File: config.mk
export PLATFORM = sky130hd
export DESIGN_NAME = input_conditioner
export DESIGN_NICKNAME = d
export VERILOG_FILES = /design/src/rtl/input_pkg.sv /design/src/rtl/btn_channel.sv /design/src/rtl/input_conditioner.sv
export SDC_FILE = /design/constraint.sdc
export NUM_CORES = 1
export LEC_CHECK = 0
export BUFFER_PORTS_ARGS = -buffer_cell sky130_fd_sc_hd__buf_2
export CORE_UTILIZATION = 65
export CTS_BUF_LIST = sky130_fd_sc_hd__clkbuf_16
export DETAILED_ROUTE_END_ITERATION = 8
export GPL_TIMING_DRIVEN = 0
export MAX_ROUTING_LAYER = met4
export PLACE_DENSITY = 0.84
export SYNTH_ARGS = -nofsm -noshare
export SYNTH_HDL_FRONTEND = slang
export SYNTH_SLANG_ARGS = --single-unit
File: constraint.sdc
create_clock -name clk -period 4.2 [get_ports clk]
set_input_delay 0.21 -clock clk [delete_from_list [all_inputs] [get_ports clk]]
set_output_delay 0.21 -clock clk [all_outputs]
set_load 0.01 [all_outputs]
File: src/rtl/input_pkg.sv
// Shared definitions for the player-button conditioner: channel indices and
// the per-channel press/auto-repeat state encoding.
package input_pkg;

    // Channel order matches the game core's {left,down,rotate,right} op bus.
    localparam int unsigned BTN_RIGHT   = 0;
    localparam int unsigned BTN_ROTATE  = 1;
    localparam int unsigned BTN_DOWN    = 2;
    localparam int unsigned BTN_LEFT    = 3;
    localparam int unsigned BTN_RESTART = 4;

    localparam int unsigned REP_CNT_W = 16;

    typedef enum logic [1:0] {
        IDLE   = 2'd0,
        DELAY  = 2'd1,
        REPEAT = 2'd2
    } btn_state_e;

endpackage

File: src/rtl/btn_channel.sv
// One button: 2-flop sync, tick-based debounce, press/auto-repeat FSM and a
// sticky event flag cleared by the consumer's acknowledge.
module btn_channel
    import input_pkg::*;
#(
    parameter bit          ACTIVE_LOW      = 1'b0,
    parameter bit          REPEAT_EN       = 1'b0,
    parameter int unsigned DEBOUNCE_MS     = 20,
    parameter int unsigned REPEAT_DELAY_MS = 300,
    parameter int unsigned REPEAT_RATE_MS  = 100
) (
    input  logic clk,
    input  logic reset,
    input  logic tick_i,
    input  logic raw_i,
    input  logic ack_i,
    output logic level_o,
    output logic pulse_o,
    output logic event_o
);

    localparam int unsigned DW = $clog2(DEBOUNCE_MS + 1);

    logic                 sync1_q, sync2_q;
    logic                 level_q, level_d;
    logic [DW-1:0]        db_cnt_q, db_cnt_d;
    btn_state_e           state_q, state_d;
    logic [REP_CNT_W-1:0] rep_cnt_q, rep_cnt_d;
    logic                 pulse_q, pulse_d;
    logic                 event_q, event_d;

    always_ff @(posedge clk) begin
        if (reset) begin
            sync1_q   <= 1'b0;
            sync2_q   <= 1'b0;
            level_q   <= 1'b0;
            db_cnt_q  <= '0;
            state_q   <= IDLE;
            rep_cnt_q <= '0;
            pulse_q   <= 1'b0;
            event_q   <= 1'b0;
        end else begin
            sync1_q   <= raw_i ^ ACTIVE_LOW;
            sync2_q   <= sync1_q;
            level_q   <= level_d;
            db_cnt_q  <= db_cnt_d;
            state_q   <= state_d;
            rep_cnt_q <= rep_cnt_d;
            pulse_q   <= pulse_d;
            event_q   <= event_d;
        end
    end

    always_comb begin
        level_d   = level_q;
        db_cnt_d  = db_cnt_q;
        state_d   = state_q;
        rep_cnt_d = rep_cnt_q;
        pulse_d   = 1'b0;
        // A new pulse outranks an acknowledge arriving in the same cycle.
        event_d   = pulse_q | (event_q & ~ack_i);

        if (sync2_q == level_q) begin
            db_cnt_d = '0;
        end else if (tick_i) begin
            if (db_cnt_q == DW'(DEBOUNCE_MS - 1)) begin
                level_d  = ~level_q;
                db_cnt_d = '0;
            end else begin
                db_cnt_d = db_cnt_q + DW'(1);
            end
        end

        case (state_q)
            IDLE: begin
                if (level_q) begin
                    state_d   = DELAY;
                    rep_cnt_d = '0;
                    pulse_d   = 1'b1;
                end
            end
            DELAY: begin
                if (!level_q) begin
                    state_d = IDLE;
                end else if (REPEAT_EN && tick_i) begin
                    if (rep_cnt_q == REP_CNT_W'(REPEAT_DELAY_MS - 1)) begin
                        state_d   = REPEAT;
                        rep_cnt_d = '0;
                        pulse_d   = 1'b1;
                    end else begin
                        rep_cnt_d = rep_cnt_q + REP_CNT_W'(1);
                    end
                end
            end
            REPEAT: begin
                if (!level_q) begin
                    state_d = IDLE;
                end else if (tick_i) begin
                    if (rep_cnt_q == REP_CNT_W'(REPEAT_RATE_MS - 1)) begin
                        rep_cnt_d = '0;
                        pulse_d   = 1'b1;
                    end else begin
                        rep_cnt_d = rep_cnt_q + REP_CNT_W'(1);
                    end
                end
            end
            default: state_d = IDLE;
        endcase
    end

    assign level_o = level_q;
    assign pulse_o = pulse_q;
    assign event_o = event_q;

endmodule

File: src/rtl/input_conditioner.sv
// Conditions the raw player buttons: one shared 1 ms tick prescaler feeding
// N_BTN independent btn_channel instances.
module input_conditioner
    import input_pkg::*;
#(
    parameter int unsigned          N_BTN           = 5,
    parameter int unsigned          CLK_HZ          = 50_000_000,
    parameter int unsigned          DEBOUNCE_MS     = 20,
    parameter int unsigned          REPEAT_DELAY_MS = 300,
    parameter int unsigned          REPEAT_RATE_MS  = 100,
    parameter logic [N_BTN-1:0]     REPEAT_MASK     = 5'b01101,
    parameter bit                   ACTIVE_LOW      = 1'b0
) (
    input  logic             clk,
    input  logic             reset,
    input  logic [N_BTN-1:0] btn_raw_i,
    input  logic [N_BTN-1:0] ack_i,
    output logic [N_BTN-1:0] level_o,
    output logic [N_BTN-1:0] pulse_o,
    output logic [N_BTN-1:0] event_o
);

    localparam int unsigned PRESC = CLK_HZ / 1000;
    localparam int unsigned PW    = (PRESC > 1) ? $clog2(PRESC) : 1;

    logic [PW-1:0] presc_q, presc_d;
    logic          tick_c;

    always_ff @(posedge clk) begin
        if (reset) begin
            presc_q <= '0;
        end else begin
            presc_q <= presc_d;
        end
    end

    always_comb begin
        tick_c  = (presc_q == PW'(PRESC - 1));
        presc_d = tick_c ? '0 : presc_q + PW'(1);
    end

    for (genvar g = 0; g < N_BTN; g++) begin : g_chan
        btn_channel #(
            .ACTIVE_LOW      (ACTIVE_LOW),
            .REPEAT_EN       (REPEAT_MASK[g]),
            .DEBOUNCE_MS     (DEBOUNCE_MS),
            .REPEAT_DELAY_MS (REPEAT_DELAY_MS),
            .REPEAT_RATE_MS  (REPEAT_RATE_MS)
        ) u_chan (
            .clk     (clk),
            .reset   (reset),
            .tick_i  (tick_c),
            .raw_i   (btn_raw_i[g]),
            .ack_i   (ack_i[g]),
            .level_o (level_o[g]),
            .pulse_o (pulse_o[g]),
            .event_o (event_o[g])
        );
    end

endmodule

==> results_dict.tcl <==
set metrics [dict create \
    clk_pin_slew_ns 0.05 \
    diodes 0 \
    dpl_cell_area_mm2 0.006339 \
    area_delta_synth_final_pct 13.86 \
    cts_resized 0 \
    dieArea_mm2 0.009734 \
    worstSkewPairLatency_ns 0.41 \
    post-dp-hpwl_mm 9.161 \
    layout_min_cycle_time_ns 2.505 \
    seq_area_frac_synth_pct 40.21 \
    htree_levels 4 \
    fp.dieW_um 98.66 \
    finalCritPeriodShare_pct 59.63 \
    worstPathMaxFanout 10 \
    synth_flop_cell "dfxtp_1" \
    holdWs_ns 0.01078 \
    netlist.area_leader.share_pct 40.21 \
    numClockSinks 122 \
    ant_nets 0 \
    cp-start-kind "flop" \
    hold_buffers 0 \
    portBuffers 26 \
    maxCapViolCount 0 \
    critPathBufInv 1 \
    synth_nets 714 \
    rows 34 \
    path_delay_family "simple AND/OR/NAND/NOR gates" \
    cts_setup_buffers 0 \
    fin_area_mm2 0.006915 \
    final_util_pct 77.78 \
    start_util_pct 68.31 \
    clock.fmax_mhz 399.3 \
    drt_iter0_markers 363 \
    drive_gt1_share_pct 13.26 \
    core_area_mm2 0.008891 \
    cts-root-buf "clkbuf_16" \
    ioPinCount 27 \
    cp.arrival_ns 2.80 \
    grt_pass1_wl_mm 23.10 \
    hp-class "input port to flop" \
    grt_overflow 0 \
    yosys.cell_count.top_type "dfxtp_1" \
    synth_seq_cells 122 \
    grt_max_degree 17 \
    routedWlPerCell_um 16.14 \
    path_cells "ha_1, or4b_1, nor4_2, o21ai_1, a22oi_4, buf_4, nor2_1" \
    synthTopCellsByCount "dfxtp_1, nor2_1, xor2_1, nand2_1" \
    clock_path_buffers 2 \
    max_stage_delay_ns 0.52 \
    critPathRequiredTime_ns 4.50 \
    skew_ns 0.007237 \
    hold_viol 0 \
    setup_viol 0 \
    antenna_found_initial 0 \
    timing_worst_setup_path_type "flop to flop" \
    fin_setup_tns_ns 0 \
    fin_nets 759 \
    syn_area_mm2 0.006073 \
    cts_tree "built" \
    ys_types 64 \
    max-vdd-ir-drop_v 0.0003665 \
    ys_warn_count 0 \
    cts_buffers 17 \
    rsz0062_at_grt "false" \
    wl_mm 13.67 \
    gp_congestion 0.8663 \
    syn_inst 681 \
    cp-end-kind "flop" \
    p_per_area_mw_per_mm2 379.0 \
    async_reset_ff_share_pct 0 \
    p_leak_nw 2.701 \
    finalMaxSlewViolations 0 \
    syn_area_per_cell_um2 8.918 \
    tightestPinTransition_ns 0.6957 \
    status "finished clean" \
    critical_path.slowest_cell "or4b_1" \
    first_global_vias 4989 \
    drc 0 \
    synthTopCellsByArea "dfxtp_1, xor2_1, nor2_1" \
    synth-edff-count 0 \
    yosysTopAreaCell "dfxtp_1" \
    route.vias.total 5200 \
    maxSlewHeadroom_pct 53.62 \
    viasPerCell 6.139 \
    first_pass_iters 6 \
    fp.dieH_um 98.66 \
    track_usage_pct 30.55 \
]
[stage by stage]
step	cells	power, mW	setup slack (ns)
after global routing	847	2.692	1.508
after detailed placement	815	1.237	1.747
after floorplan	681	1.219	2.088
final	847	2.621	1.695
after global placement	815	1.235	1.783
after CTS	847	2.631	1.713
[flip-flops by register name (all words and copies together), names as in the netlist]
name,flops
g_chan.u_chan.rep_cnt_q,48
g_chan.u_chan.event_o,5
g_chan.u_chan.state_q,8
presc_q,16
g_chan.u_chan.level_o,5
g_chan.u_chan.pulse_o,5
g_chan.u_chan.sync2_q,5
g_chan.u_chan.db_cnt_q,25
g_chan.u_chan.sync1_q,5
[worst register-to-register path: cells and delay by family, from the launching register on]
family	cells	cell delay, ns
buffers and inverters	1	0.24
flip-flops	1	0.36
AO/OA/AOI/OAI	2	0.45
AND/OR/NAND/NOR	3	1.09
adder cells (fa/ha/maj)	1	0.26
[cell families after synthesis]
family | synth area share [%]
XOR/XNOR | 9.085
AND/OR/NAND/NOR | 25.44
adder cells (fa/ha/maj) | 4.326
buffers and inverters | 5.377
multiplexers | 1.154
AO/OA/AOI/OAI | 14.40
flip-flops | 40.21
[power breakdown]
group          switching [mW]  internal, mW  total [mW]
Combinational          0.0298        0.0149      0.0447
Clock                   0.538         0.870        1.41
Sequential            0.00351          1.16        1.17
Total                   0.571          2.05        2.62
[layout make-up]
type / instances / area [um2]
multi-input cells: 494 / 3304
flip-flops and latches: 122 / 2442
fillers: 596 / 1976
clock buffers: 17 / 425.4
plain buffers: 36 / 217.7
clock inverters: 15 / 151.4
well taps: 108 / 135.1
repair buffers: 26 / 130.1
inverters: 29 / 108.9
[final timing paths]
path,cells past startpoint,from,endpoint,slack (ns)
min,2,btn_raw_i[4],g_chan[4].u_chan.sync1_q,0.01
min reg2reg,1,g_chan[1].u_chan.state_q[0],g_chan[1].u_chan.pulse_o,0.38
max,7,g_chan[3].u_chan.rep_cnt_q[0],g_chan[3].u_chan.rep_cnt_q[9],1.70
max reg2reg,7,g_chan[3].u_chan.rep_cnt_q[0],g_chan[3].u_chan.rep_cnt_q[9],1.70
[cell usage in the layout, fill, tap and decap left out, types with 5 or more instances in the layout]
master / n
o2111ai_1: 12
buf_2: 32
ha_1: 21
clkbuf_1: 9
o21ai_0: 29
clkbuf_16: 17
and4_1: 8
o211ai_1: 11
xor2_1: 43
o21ai_1: 5
and3_1: 15
nand4b_1: 5
nor2b_1: 26
and4b_1: 5
or4_1: 5
nand2_1: 38
inv_1: 29
dfxtp_1: 122
mux2i_1: 7
clkinvlp_4: 6
or3_1: 12
nand4_1: 25
buf_4: 18
a31oi_1: 9
nor2_1: 92
nand3_1: 15
xnor2_1: 20
a21oi_1: 29
[per-layer routing]
metal	vias to the layer above	global-route usage, %	share of wire [%]
met3	25	5.745	5.6
met1	2467	37.22	44
met2	190	50.00	49
li1	2518	-	-
met4	0	12.40	1.8
met5	-	-	0
(Power assumes the default switching activity.)
